`src/rtl/fifo_wr_adapter.sv`:
```
// fifo_wr_adapter
//   Write-side adapter in front of an async FIFO. A 2-entry in-order skid
//   buffer takes beats from a valid/ready source. It drains them into the
//   FIFO with a push strobe that is gated combinationally by the FIFO's
//   (already wclk-registered) full flag. Everything runs in the wclk domain.
//
// Ports
//   wclk       in   write-domain clock
//   reset_w    in   asynchronous, active-high reset
//   src_valid  in   source beat valid
//   src_data   in   [DW-1:0] source beat data
//   src_ready  out  adapter can accept a beat (registered)
//   push       out  write strobe to the async FIFO
//   wdata      out  [DW-1:0] data to the async FIFO (head entry)
//   full       in   async FIFO full, synchronous to wclk
//   busy       out  skid buffer non-empty
//   push_cnt   out  [CNT_W-1:0] total pushes, wrapping
//   stall_cnt  out  [CNT_W-1:0] cycles stalled by full, saturating
module fifo_wr_adapter #(
  parameter int DW    = 8,
  parameter int CNT_W = 16
) (
  input  logic             wclk,
  input  logic             reset_w,
  input  logic             src_valid,
  input  logic [DW-1:0]    src_data,
  output logic             src_ready,
  output logic             push,
  output logic [DW-1:0]    wdata,
  input  logic             full,
  output logic             busy,
  output logic [CNT_W-1:0] push_cnt,
  output logic [CNT_W-1:0] stall_cnt
);

  // State encodes occupancy directly: EMPTY=0, ONE=1, TWO=2.
  typedef enum logic [1:0] {
    EMPTY = 2'b00,
    ONE   = 2'b01,
    TWO   = 2'b10
  } state_e;

  state_e             state_q, state_d;
  logic [DW-1:0]      head_q, head_d;
  logic [DW-1:0]      tail_q, tail_d;
  logic               rdy_q, rdy_d;
  logic [CNT_W-1:0]   push_cnt_q, push_cnt_d;
  logic [CNT_W-1:0]   stall_cnt_q, stall_cnt_d;
  logic               occ_nz;
  logic               accept;

  // An illegal encoding is treated as empty, so it never pushes.
  assign occ_nz = (state_q == ONE) || (state_q == TWO);
  assign accept = src_valid && rdy_q;

  // Combinational in full so a toggling full takes effect the same cycle.
  assign push      = occ_nz && !full;
  // head_q only changes when a new head is loaded, so wdata holds its last
  // value while the buffer is empty.
  assign wdata     = head_q;
  assign src_ready = rdy_q;
  assign busy      = (state_q != EMPTY);
  assign push_cnt  = push_cnt_q;
  assign stall_cnt = stall_cnt_q;

  always_comb begin
    state_d = state_q;
    head_d  = head_q;
    tail_d  = tail_q;
    case (state_q)
      EMPTY: begin
        if (accept) begin
          head_d  = src_data;
          state_d = ONE;
        end
      end
      ONE: begin
        case ({accept, push})
          2'b11:   head_d = src_data;      // pass-through, occupancy stays 1
          2'b10: begin
            tail_d  = src_data;
            state_d = TWO;
          end
          2'b01:   state_d = EMPTY;
          default: ;
        endcase
      end
      TWO: begin
        // src_ready is low here, but an accept with push still keeps order:
        // the tail shifts to head and the new beat fills the tail.
        if (push) begin
          head_d = tail_q;
          if (accept) tail_d = src_data;
          else        state_d = ONE;
        end
      end
      default: state_d = EMPTY;
    endcase
  end

  always_comb begin
    rdy_d       = (state_d != TWO);
    push_cnt_d  = push ? push_cnt_q + CNT_W'(1) : push_cnt_q;
    stall_cnt_d = stall_cnt_q;
    if (occ_nz && full && (stall_cnt_q != {CNT_W{1'b1}}))
      stall_cnt_d = stall_cnt_q + CNT_W'(1);
  end

  always_ff @(posedge wclk or posedge reset_w) begin
    if (reset_w) begin
      state_q     <= EMPTY;
      head_q      <= '0;
      tail_q      <= '0;
      rdy_q       <= 1'b0;
      push_cnt_q  <= '0;
      stall_cnt_q <= '0;
    end else begin
      state_q     <= state_d;
      head_q      <= head_d;
      tail_q      <= tail_d;
      rdy_q       <= rdy_d;
      push_cnt_q  <= push_cnt_d;
      stall_cnt_q <= stall_cnt_d;
    end
  end

  // The FIFO must never see a push while it reports full.
  a_no_push_when_full: assert property (
    @(posedge wclk) disable iff (reset_w) !(push && full));

endmodule

```
`config.mk`:
```
export PLATFORM = sky130hd
export DESIGN_NAME = fifo_wr_adapter
export DESIGN_NICKNAME = d
export VERILOG_FILES = /design/src/rtl/fifo_wr_adapter.sv
export SDC_FILE = /design/constraint.sdc
export NUM_CORES = 1
export LEC_CHECK = 0
export BUFFER_PORTS_ARGS = -buffer_cell sky130_fd_sc_hd__buf_2
export CAP_MARGIN = 10
export CORE_MARGIN = 8
export CORE_UTILIZATION = 30
export CTS_CLUSTER_DIAMETER = 120
export DETAILED_ROUTE_END_ITERATION = 6
export PLACE_DENSITY = 0.56
export SKIP_CTS_REPAIR_TIMING = 1
export SLEW_MARGIN = 40
export SYNTH_ARGS = -nofsm -noshare
export SYNTH_HDL_FRONTEND = slang
export SYNTH_SLANG_ARGS = --single-unit
```
`constraint.sdc`:
```
create_clock -name wclk -period 2.7 [get_ports wclk]
set_clock_uncertainty 0.15 [all_clocks]
set_input_delay 0.405 -clock wclk [delete_from_list [all_inputs] [get_ports wclk]]
set_output_delay 0.405 -clock wclk [all_outputs]
set_load 0.01 [all_outputs]
```
# Yosys cells after proc, flatten, opt, wreduce, memory -nomap -nowiden
# Index checks and enable logic that the tools add are counted.
totals:
  ff_bits: 51
  inputBits: 12
  output_inout_bits: 43
  wordCells: 44
classes:
  add_sub_neg: 2
  n_eq_ne: 12
  mux: 12
  reduce_logical: 12
ops:
  columns: ["cell", "count"]
  rows:
  - ["8-bit two-way mux", 5]
  - ["16-bit by 1-bit adder with 16-bit output, second input constant", 2]
  - ["8-bit case mux with 3 select lines", 1]
  - ["16-bit != test, second input constant", 1]
  - ["8-bit case mux with 2 select lines", 1]
  - ["2-bit != test, second input constant", 4]
  - ["4-bit AND reduction", 2]
  - ["2-bit equality test, second input constant", 3]
  - ["2-bit two-way mux", 3]
  - ["2-bit case mux with 3 select lines", 1]
  - ["2-bit by 1-bit equality test with 1-bit output, second input constant", 2]
  - ["1-bit logical AND", 4]
  - ["2-bit by 1-bit != test with 1-bit output, second input constant", 2]
  - ["2-bit case mux with 2 select lines", 1]
  - ["2-bit nonzero test", 2]
  - ["3-bit nonzero test", 1]
  - ["2-bit zero test", 1]
  - ["1-bit zero test", 1]
  - ["1-bit logical OR", 1]

# Depth between registers and ports, before layout
# Gate-level depths: netlist (run 1).
depth:
  word_depth: 7
  mapped_depth: 7
  depth_no_buf: 7

# Least setup slack after synthesis (run 1)
# Ideal clock, no wire load.
synth_path:
  kind: "register to register"
  start: "register state_q[0]"
  end: "register tail_q[0]"
  setup_time_ns: 0.125
  t_arrival_ns: 1.788
  required_time_ns: 2.425
  slack_ns: 0.637
  path_stages_with_launch: 7
  n_path_buf: 0
  period_less_slack_ns: 2.063
  path_cell_list: "dfrtp_1 -> inv_1 -> ha_1 -> nand2b_4 -> inv_4 -> a211oi_4 -> mux2_2"
synth_via:
  elab_chain_len: 6
  word_cells_on_any_way: 11
  classes_between: "6 x eq/ne; 1 x mux; 4 x reduce/logical"
synth_rtl:
  columns: ["element", "line_no", "text"]
  rows:
  - ["start, declared", "43", "state_e state_q, state_d;"]
  - ["start signal, assigned", "118", "state_q <= state_d;"]
  - ["2-bit by 1-bit equality test with 1-bit output / 2-bit equality test (equally long branches)", "53", "assign occ_nz = (state_q == ONE) || (state_q == TWO);"]
  - ["1-bit logical OR (*)", "53", null]
  - ["1-bit logical AND (*)", "57", "assign push = occ_nz && !full;"]
  - ["net push", "28", "output logic push,"]
  - ["2-bit equality test", "78", "case ({accept, push})"]
  - ["2-bit by 1-bit != test with 1-bit output (no source line)", null, null]
  - ["4-bit AND reduction (no source line) (*)", null, null]
  - ["end signal, assigned", "120", "tail_q <= tail_d;"]
  - ["end, declared", "45", "logic [DW-1:0] tail_q, tail_d;"]
# Mark *: on every way through the listed nets, which the timed path passes. The rest lies on a longest branch.
# A chain may end at the register's enable or synchronous reset.

# Worst setup path in the final report (run 1)
layout_path:
  start: "register state_q[0]"
  end: "register tail_q[6]"
layout_via:
  elab_chain_len: 6
  word_cells_on_any_way: 11
  classes_between: "6 x eq/ne; 1 x mux; 4 x reduce/logical"
layout_rtl:
  columns: ["element", "line_no"]
  rows:
  - ["2-bit by 1-bit equality test with 1-bit output / 2-bit equality test (equally long branches)", "53, 70"]
  - ["1-bit logical OR", "53"]
  - ["1-bit logical AND", "57"]
  - ["2-bit equality test", "78"]
  - ["2-bit by 1-bit != test with 1-bit output (no source line)", null]
  - ["4-bit AND reduction (no source line)", null]
# Parallel ways exist; a longest one is shown, timed or not.

==> results of run 1 <==
## stage by stage
| stage | worst slack (ns) | instance area (µm²) |
|---|---|---|
| final | 0.4560 | 2978 |
| after global routing | 0.2613 | 2978 |
| after CTS | 0.4335 | 2978 |
| after detailed placement | 0.4547 | 2865 |
| after global placement | 0.4889 | 2865 |
| after floorplan | 0.6370 | 2445 |
## synth_stat cells (all sizes together), types with 2 or more instances
cell type	instances
dfrtp	51
nor4	3
inv	9
nor3	5
nand2b	3
and4	3
mux2	25
nor3b	2
nand3	7
xnor2	16
a21oi	2
o21ai	2
nand3b	2
ha	6
nand2	15
nor2	9
xor2	14
and3	2
nand4	7
## layer usage
layer  global-route usage  vias to the layer above
met4              0.04623                        0
met3              0.03267                        5
met5                    0                        -
met2               0.1542                       34
li1                     -                      825
met1               0.1167                      815
## how the worst max path moves through the flow
stage,startpoint,to,slack (ns),cells after the start
detailed placement,state_q[0]$_DFF_PP0_,tail_q[7]$_DFFE_PP0P_,0.45,6
global route,state_q[0]$_DFF_PP0_,wdata[5]$_DFFE_PP0P_,0.26,6
floorplan,state_q[0]$_DFF_PP0_,tail_q[0]$_DFFE_PP0P_,0.64,6
global placement,state_q[0]$_DFF_PP0_,tail_q[3]$_DFFE_PP0P_,0.49,6
CTS,state_q[0]$_DFF_PP0_,tail_q[7]$_DFFE_PP0P_,0.43,6
finish,state_q[0]$_DFF_PP0_,tail_q[6]$_DFFE_PP0P_,0.46,6
## state kept, by name (all words and copies together) (netlist names)
signal,cells
push_cnt,16
src_ready,1
stall_cnt,16
state_q,2
tail_q,8
wdata,8
## power by group through the flow
stage	Clock, mW	Combinational [mW]	Sequential (mW)
floorplan	0	0.731	1.23
global placement	0	1.14	1.19
detailed placement	0	1.14	1.20
CTS	0.559	1.15	1.18
global route	0.593	1.25	1.22
finish	0.534	1.13	1.18
## final cells by class
type / instances / area, µm² / share of cell area
clock buffer: 5 / 68.82 / 0.02311
sequential: 51 / 1276 / 0.4286
multi-input combinational: 139 / 1124 / 0.3773
tap: 105 / 131.4 / 0.04412
timing repair buffer: 56 / 297.8 / 0.1000
inverter: 9 / 36.28 / 0.01218
clock inverter: 3 / 43.79 / 0.01471
## cell families after synthesis
| kind of cell | Yosys count | share of synthesized area |
|---|---|---|
| simple gates | 64 | 0.1581 |
| flops | 51 | 0.5220 |
| xor+xnor | 30 | 0.1105 |
| mux | 25 | 0.1151 |
| compound gates | 14 | 0.04505 |
| buf+inv | 11 | 0.01842 |
| fa+ha+maj | 6 | 0.03071 |
## worst register-to-register path: stages (launching register included)
cell and delay [ns]:
dfrtp_1 0.42, inv_1 0.10, ha_1 0.41, nand2b_4 0.16
inv_4 0.07, a211oi_4 0.45, mux2_2 0.39
==> run_results.csv, run 1 <==
group,metric,value,unit
yosys,avgSynthCellArea,12.16,µm²
pwr,p_int,1.827,mW
yosys,synthTopCellsByArea,"dfrtp_1, mux2_2, xnor2_1",
routing,highest_layer,"met4",
yosys,synth_edf_count,0,
timing,whs,0.007187,ns
floorplanning,num_rows,33,
clock_tree,clock_path_buffers,2,
critical_path,required,2.75,ns
worst_hold_path,hp-class,"primary input to asynchronous set/reset pin",
pwr,combinationalPowerShare,0.397,
placed_design,port_buffers,54,
critical_path,cp_cell_sequence,"inv_1, ha_1, nand2b_4, inv_4, a211oi_4, mux2_2",
floorplanning,fp.dieH,106.3,µm
routing,first_pass_iters,4,
timing,tightest_slew,0.5910,ns
layout,nets,280,
layout,area_growth,21.80,%
yosys,synth.distinct_cells,44,
clock_tree,cts.sinks,51,
routing,wl_met2,2.398,mm
critical_path,cpMaxStageDelayCell,"a211oi_4",
critical_path,crit_family,"compound AO/OA/AOI/OAI gates",
clock_tree,h-tree-depth,2,
clock_tree,clkTransAtPathRegs,0.09,ns
placed_design,dp_cells,360,
pwr,p_leak,1.450,nW
clock_tree,clkLatencyLatePin,0.30,ns
timing,min_period,2.244,ns
routing,wl_met3,348,µm
yosys,yosysWarnings,0,
timing,slew_headroom,0.6054,
pwr,swShare,0.3569,
critical_path,arrival,2.29,ns
routing,wl_met1,2.283,mm
critical_path,setup.worst_path.end_class,"flop",
yosys,netlist_instances,201,
timing,min_period_over_period,0.8311,
pwr,p_clk_frac,0.188,
routing,drc_errors,0,
critical_path,path_max_fanout,8,
yosys,yosysTopAreaCellShare,0.5220,
global_route,grt_max_degree,28,
yosys,ys_seq_area_frac,0.5220,
critical_path,r2r_slack,0.46,ns
critical_path,crit_type,"flop to flop",
global_route,gr-total-overflow,0,
global_route,grt.total_usage,0.09735,
pwr,seq_power_share,0.415,
timing,tns,0,ns
pwr,power_density,954.1,mW/mm²
pwr,p_total,2.841,mW
yosys,synth_nets,219,
critical_path,r2r-start,"state_q[0]$_DFF_PP0_",
timing,grt_setup_unrepaired,"false",
placed_design,hpwl,3.941,mm
yosys,synth_area,0.002445,mm²
layout,fill_cells,822,
placed_design,gp_congestion,0.7665,
floorplanning,initial_utilization,0.3037,
layout,num_antenna_cells,0,
routing,drt-total-wl,5.121,mm
timing,max_freq,445.6,MHz
routing,routed_via_density,4.563,
floorplanning,die-area,0.01129,mm²
critical_path,rr_worst_depth,6,
floorplanning,core_area,0.008051,mm²
layout,layout.cells.non_filler,368,
layout,final_core_util,0.3699,
routing,drt_iter0_markers,60,
critical_path,path_buf_inv,2,
yosys,ys_ff_latch,51,
routing,postRouteAntennaNets,0,
timing,hold_viol,0,
floorplanning,chipWidth,106.3,µm
floorplanning,pin_count,55,
critical_path,start_kind,"flop",
layout,final_common_cell,"buf_2",
job,drv_cap,0,
global_route,antenna_found_initial,0,
critical_path,slowest_delay,0.45,ns
layout,layout-drive-gt1-share,0.3878,
routing,dr_total_vias,1679,
clock_tree,cts_tree,"yes",
clock_tree,ctsRootBufferMaster,"clkbuf_8",
critical_path,r2r-end,"tail_q[6]$_DFFE_PP0P_",
pwr,power_switching,1.014,mW
routing,wl_per_cell,13.92,µm
pwr,ir_worst_vdd,0.2780,mV
yosys,ys.flop_type,"dfrtp_1",
global_route,grt_pass1_wl,8.873,mm
yosys,async_flop_share,1.000,
clock_tree,numCtsBuffers,5,
layout,final_cell_mix,"buf_2, dfrtp_1, mux2_2",
global_route,grt_pass1_vias,1798,
yosys,yosysTopAreaCell,"dfrtp_1",
timing,finalSetupViolCount,0,
outcome,status,"complete, no violations",
timing,slew_violations,0,
No activity file was read; power rests on OpenSTA's default activity.
==> run 2, diff against run 1 <==
--- a/config.mk
+++ b/config.mk
@@ -11,7 +11,7 @@
 export CORE_UTILIZATION = 30
 export CTS_CLUSTER_DIAMETER = 120
 export DETAILED_ROUTE_END_ITERATION = 6
-export PLACE_DENSITY = 0.56
+export PLACE_DENSITY = 0.58
 export SKIP_CTS_REPAIR_TIMING = 1
 export SLEW_MARGIN = 40
 export SYNTH_ARGS = -nofsm -noshare
==> constraint.sdc (replaced) <==
create_clock -name wclk -period 2 [get_ports wclk]
set_clock_uncertainty 0.15 [all_clocks]
set_input_delay 0.3 -clock wclk [delete_from_list [all_inputs] [get_ports wclk]]
set_output_delay 0.3 -clock wclk [all_outputs]
set_load 0.01 [all_outputs]
==> run_results.csv, run 2 (synthesis results as in run 1) <==
group,metric,value,unit
critical_path,crit_type,"flop to flop",
pwr,ir_worst_vdd,0.3723,mV
critical_path,start_kind,"flop",
worst_hold_path,hold_start,"src_data[5]",
critical_path,startpoint,"state_q[1]$_DFF_PP0_",
routing,drt-total-wl,5.347,mm
clock_tree,clkLatencyLatePin,0.30,ns
layout,final_core_util,0.3871,
critical_path,arrival,1.97,ns
routing,first_pass_iters,4,
timing,tightest_slew,0.3372,ns
layout,nets,290,
clock_tree,h-tree-depth,2,
routing,drc_errors,0,
clock_tree,clkTransAtPathRegs,0.10,ns
critical_path,required,2.05,ns
critical_path,setup.worst_path.end_class,"flop",
clock_tree,clock_path_buffers,2,
layout,area_growth,27.48,%
routing,dr_total_vias,1751,
layout,fin_area,0.003117,mm²
clock_tree,numCtsBuffers,5,
timing,setup_ws,0.07785,ns
timing,min_period,1.922,ns
floorplanning,fp.dieH,106.3,µm
placed_design,post_dp_cell_area,0.002955,mm²
pwr,power_density,1337,mW/mm²
global_route,antenna_found_initial,0,
routing,drt_iter0_markers,34,
routing,routed_via_density,4.632,
placed_design,dp_cells,367,
clock_tree,cts_tree,"yes",
layout,layout.cells.non_filler,378,
timing,slew_headroom,0.7750,
global_route,grt_pass1_vias,1856,
timing,finalSetupViolCount,0,
critical_path,r2r-start,"state_q[1]$_DFF_PP0_",
timing,tns,0,ns
placed_design,port_buffers,54,
timing,hold_viol,0,
layout,layout-drive-gt1-share,0.4322,
floorplanning,num_rows,33,
floorplanning,pin_count,55,
timing,slew_violations,0,
job,drv_cap,0,
placed_design,gp_congestion,0.7753,
placed_design,pre_cts_slack,-0.02132,ns
global_route,gr-total-overflow,0,
placed_design,hpwl,3.890,mm
worst_hold_path,hp-class,"primary input to flop",
floorplanning,chipWidth,106.3,µm
layout,final_cell_mix,"buf_2, dfrtp_1, mux2_2",
pwr,p_leak,1.510,nW
global_route,grt_pass1_wl,9.190,mm
global_route,grt_max_degree,52,
floorplanning,die-area,0.01129,mm²
outcome,status,"complete, no violations",
routing,wl_per_cell,14.15,µm
routing,postRouteAntennaNets,0,
floorplanning,core_area,0.008051,mm²
timing,max_freq,520.3,MHz
timing,grt_setup_unrepaired,"true",
clock_tree,ctsRootBufferMaster,"clkbuf_8",
clock_tree,cts.sinks,51,
layout,fill_cells,811,
global_route,grt.total_usage,0.09981,
layout,num_antenna_cells,0,
critical_path,path_max_fanout,6,
floorplanning,initial_utilization,0.3037,
timing,min_period_over_period,0.9611,
layout,final_common_cell,"buf_2",
-- run 2: critical path, stage by stage (launching register included) --
cell and delay, ns:
dfrtp_1 0.41, inv_2 0.08, ha_4 0.31, nand3b_2 0.09, or4_4 0.51, nand2b_4 0.16, xnor2_2 0.12
-- run 2: power by group --
part | switching, mW | internal, mW | leakage [nW]
clock | 0.365 | 0.412 | 0.0618
combinational | 0.849 | 0.968 | 0.811
sequential | 0.225 | 1.35 | 0.637
total | 1.44 | 2.73 | 1.51
-- run 2: path summary, 6_finish.rpt --
| check | depth (start not counted) | endpoint | slack, ns |
|---|---|---|---|
| min in group asynchronous | 4 | wdata[5]$_DFFE_PP0P_ | 0.43 |
| max reg2reg | 6 | push_cnt[14]$_DFFE_PP0P_ | 0.08 |
| max in group asynchronous | 4 | state_q[1]$_DFF_PP0_ | 1.04 |
| max | 6 | push_cnt[14]$_DFFE_PP0P_ | 0.08 |
| min | 2 | tail_q[5]$_DFFE_PP0P_ | 0.09 |
| min reg2reg | 1 | push_cnt[15]$_DFFE_PP0P_ | 0.33 |
-- run 2: layer usage --
layer | wire, µm | GRT usage | share of wire
met5 | 0 | 0 | 0
met4 | 63 | 0.03116 | 0.012
met3 | 333 | 0.03327 | 0.062
met2 | 2461 | 0.1573 | 0.46
met1 | 2488 | 0.1264 | 0.47
-- run 2: per-stage QoR --
step / power (mW) / hold slack (ns)
final: 4.166 / 0.08505
after global routing: 4.485 / 0.07125
after CTS: 4.185 / -0.1218
after detailed placement: 3.388 / 0.2267
after global placement: 3.352 / 0.2229
after floorplan: 2.686 / 0.3017
-- run 2: cell type report --
class                      instances  area, µm²  area share
timing repair buffer              66      400.4      0.1285
tap                              105      131.4     0.04215
inverter                           9      36.28     0.01164
clock buffer                       6      82.58     0.02650
sequential                        51       1276      0.4095
clock inverter                     2      38.79     0.01244
multi-input combinational        139       1151      0.3693
==> run 3, diff against run 2 <==
--- a/config.mk
+++ b/config.mk
@@ -12,6 +12,7 @@
 export CTS_CLUSTER_DIAMETER = 120
 export DETAILED_ROUTE_END_ITERATION = 6
 export PLACE_DENSITY = 0.58
+export RECOVER_POWER = 50
 export SKIP_CTS_REPAIR_TIMING = 1
 export SLEW_MARGIN = 40
 export SYNTH_ARGS = -nofsm -noshare
==> run_results.csv, run 3 (synthesis results as in run 1) <==
group,metric,value,unit
routing,first_pass_iters,4,
clock_tree,cts_tree,"yes",
clock_tree,cts.sinks,51,
clock_tree,clkTransAtPathRegs,0.10,ns
routing,wl_per_cell,14.14,µm
critical_path,required,2.05,ns
floorplanning,num_rows,33,
routing,drc_errors,0,
routing,postRouteAntennaNets,0,
critical_path,arrival,1.97,ns
global_route,grt.total_usage,0.09981,
clock_tree,clock_path_buffers,2,
timing,finalSetupViolCount,0,
timing,min_period,1.922,ns
clock_tree,h-tree-depth,2,
global_route,antenna_found_initial,0,
critical_path,crit_type,"flop to flop",
placed_design,gp_congestion,0.7753,
floorplanning,core_area,0.008051,mm²
pwr,ir_worst_vdd,0.3650,mV
critical_path,rr_worst_depth,6,
timing,hold_viol,0,
timing,tightest_slew,0.7218,ns
clock_tree,ctsRootBufferMaster,"clkbuf_8",
placed_design,hpwl,3.890,mm
layout,area_growth,26.41,%
timing,min_period_over_period,0.9608,
floorplanning,die-area,0.01129,mm²
timing,max_freq,520.4,MHz
global_route,grt_max_degree,52,
layout,num_antenna_cells,0,
routing,drt_iter0_markers,40,
worst_hold_path,hp-class,"primary input to flop",
placed_design,port_buffers,54,
timing,slew_headroom,0.5188,
global_route,gr-total-overflow,0,
worst_hold_path,hold-path-cell-count,2,
timing,setup_ws,0.07849,ns
placed_design,pre_cts_slack,-0.02132,ns
critical_path,setup.worst_path.end_class,"flop",
critical_path,path_max_fanout,6,
critical_path,start_kind,"flop",
floorplanning,chipWidth,106.3,µm
layout,layout.cells.non_filler,378,
pwr,power_density,1339,mW/mm²
global_route,grt_pass1_wl,9.190,mm
floorplanning,fp.dieH,106.3,µm
layout,nets,290,
clock_tree,clkLatencyLatePin,0.30,ns
layout,final_cell_mix,"dfrtp_1, buf_2, mux2_2",
clock_tree,numCtsBuffers,5,
routing,drt-total-wl,5.346,mm
timing,slew_violations,0,
floorplanning,initial_utilization,0.3037,
pwr,p_leak,1.472,nW
routing,dr_total_vias,1748,
job,drv_cap,0,
placed_design,dp_cells,367,
layout,layout-drive-gt1-share,0.3883,
timing,whs,0.08505,ns
floorplanning,pin_count,55,
global_route,grt_pass1_vias,1856,
outcome,status,"complete, no violations",
layout,final_common_cell,"dfrtp_1",
routing,routed_via_density,4.624,
timing,grt_setup_unrepaired,"true",
run 3: cell count changes in the layout (fill, tap and decap cells not counted), sizes merged:
cell / change
clkbuf: +12
buf: -12
run 3: worst paths after layout:
check / start / to / slack, ns
max: state_q[1]$_DFF_PP0_ / push_cnt[14]$_DFFE_PP0P_ / 0.08
min: src_data[5] / tail_q[5]$_DFFE_PP0P_ / 0.09
max reg2reg: state_q[1]$_DFF_PP0_ / push_cnt[14]$_DFFE_PP0P_ / 0.08
min reg2reg: push_cnt[15]$_DFFE_PP0P_ / push_cnt[15]$_DFFE_PP0P_ / 0.33
max in group asynchronous: reset_w / state_q[1]$_DFF_PP0_ / 0.62
min in group asynchronous: reset_w / wdata[5]$_DFFE_PP0P_ / 0.61
run 3: critical path: stages, from the launching register on:
cell and delay [ns]:
dfrtp_1 0.41, inv_2 0.08, ha_4 0.31, nand3b_2 0.09
or4_4 0.51, nand2b_4 0.16, xnor2_2 0.12
run 3: routing by layer:
metal | track usage | vias to the layer above | share of wire | wire length (µm)
li1 | - | 844 | - | -
met1 | 0.1264 | 856 | 0.47 | 2500
met2 | 0.1573 | 42 | 0.46 | 2462
met3 | 0.03327 | 6 | 0.060 | 319
met4 | 0.03116 | 0 | 0.012 | 63
met5 | 0 | - | 0 | 0
run 3: final cells by class:
type | count | area (µm²)
clock buffer | 6 | 82.58
timing repair buffer | 66 | 374.1
multi-input combinational | 139 | 1151
fill | 818 | 4961
tap | 105 | 131.4
clock inverter | 2 | 38.79
inverter | 9 | 36.28
sequential | 51 | 1276
run 3: report_power, final:
group,internal [mW],switching [mW]
clock,0.412,0.365
combinational,0.941,0.848
sequential,1.35,0.228
run 3: per-stage QoR:
step	utilization	total power, mW	setup TNS [ns]	area (µm²)
5_1_grt	0.3838	4.459	-0.1170	3090
2_1_floorplan	-	2.686	0	2457
6_report	0.3838	4.140	0	3090
4_1_cts	0.3821	4.185	-0.1120	3077
3_5_place_dp	0.3671	3.388	-0.09702	2955
3_3_place_gp	0.3671	3.352	0	2955
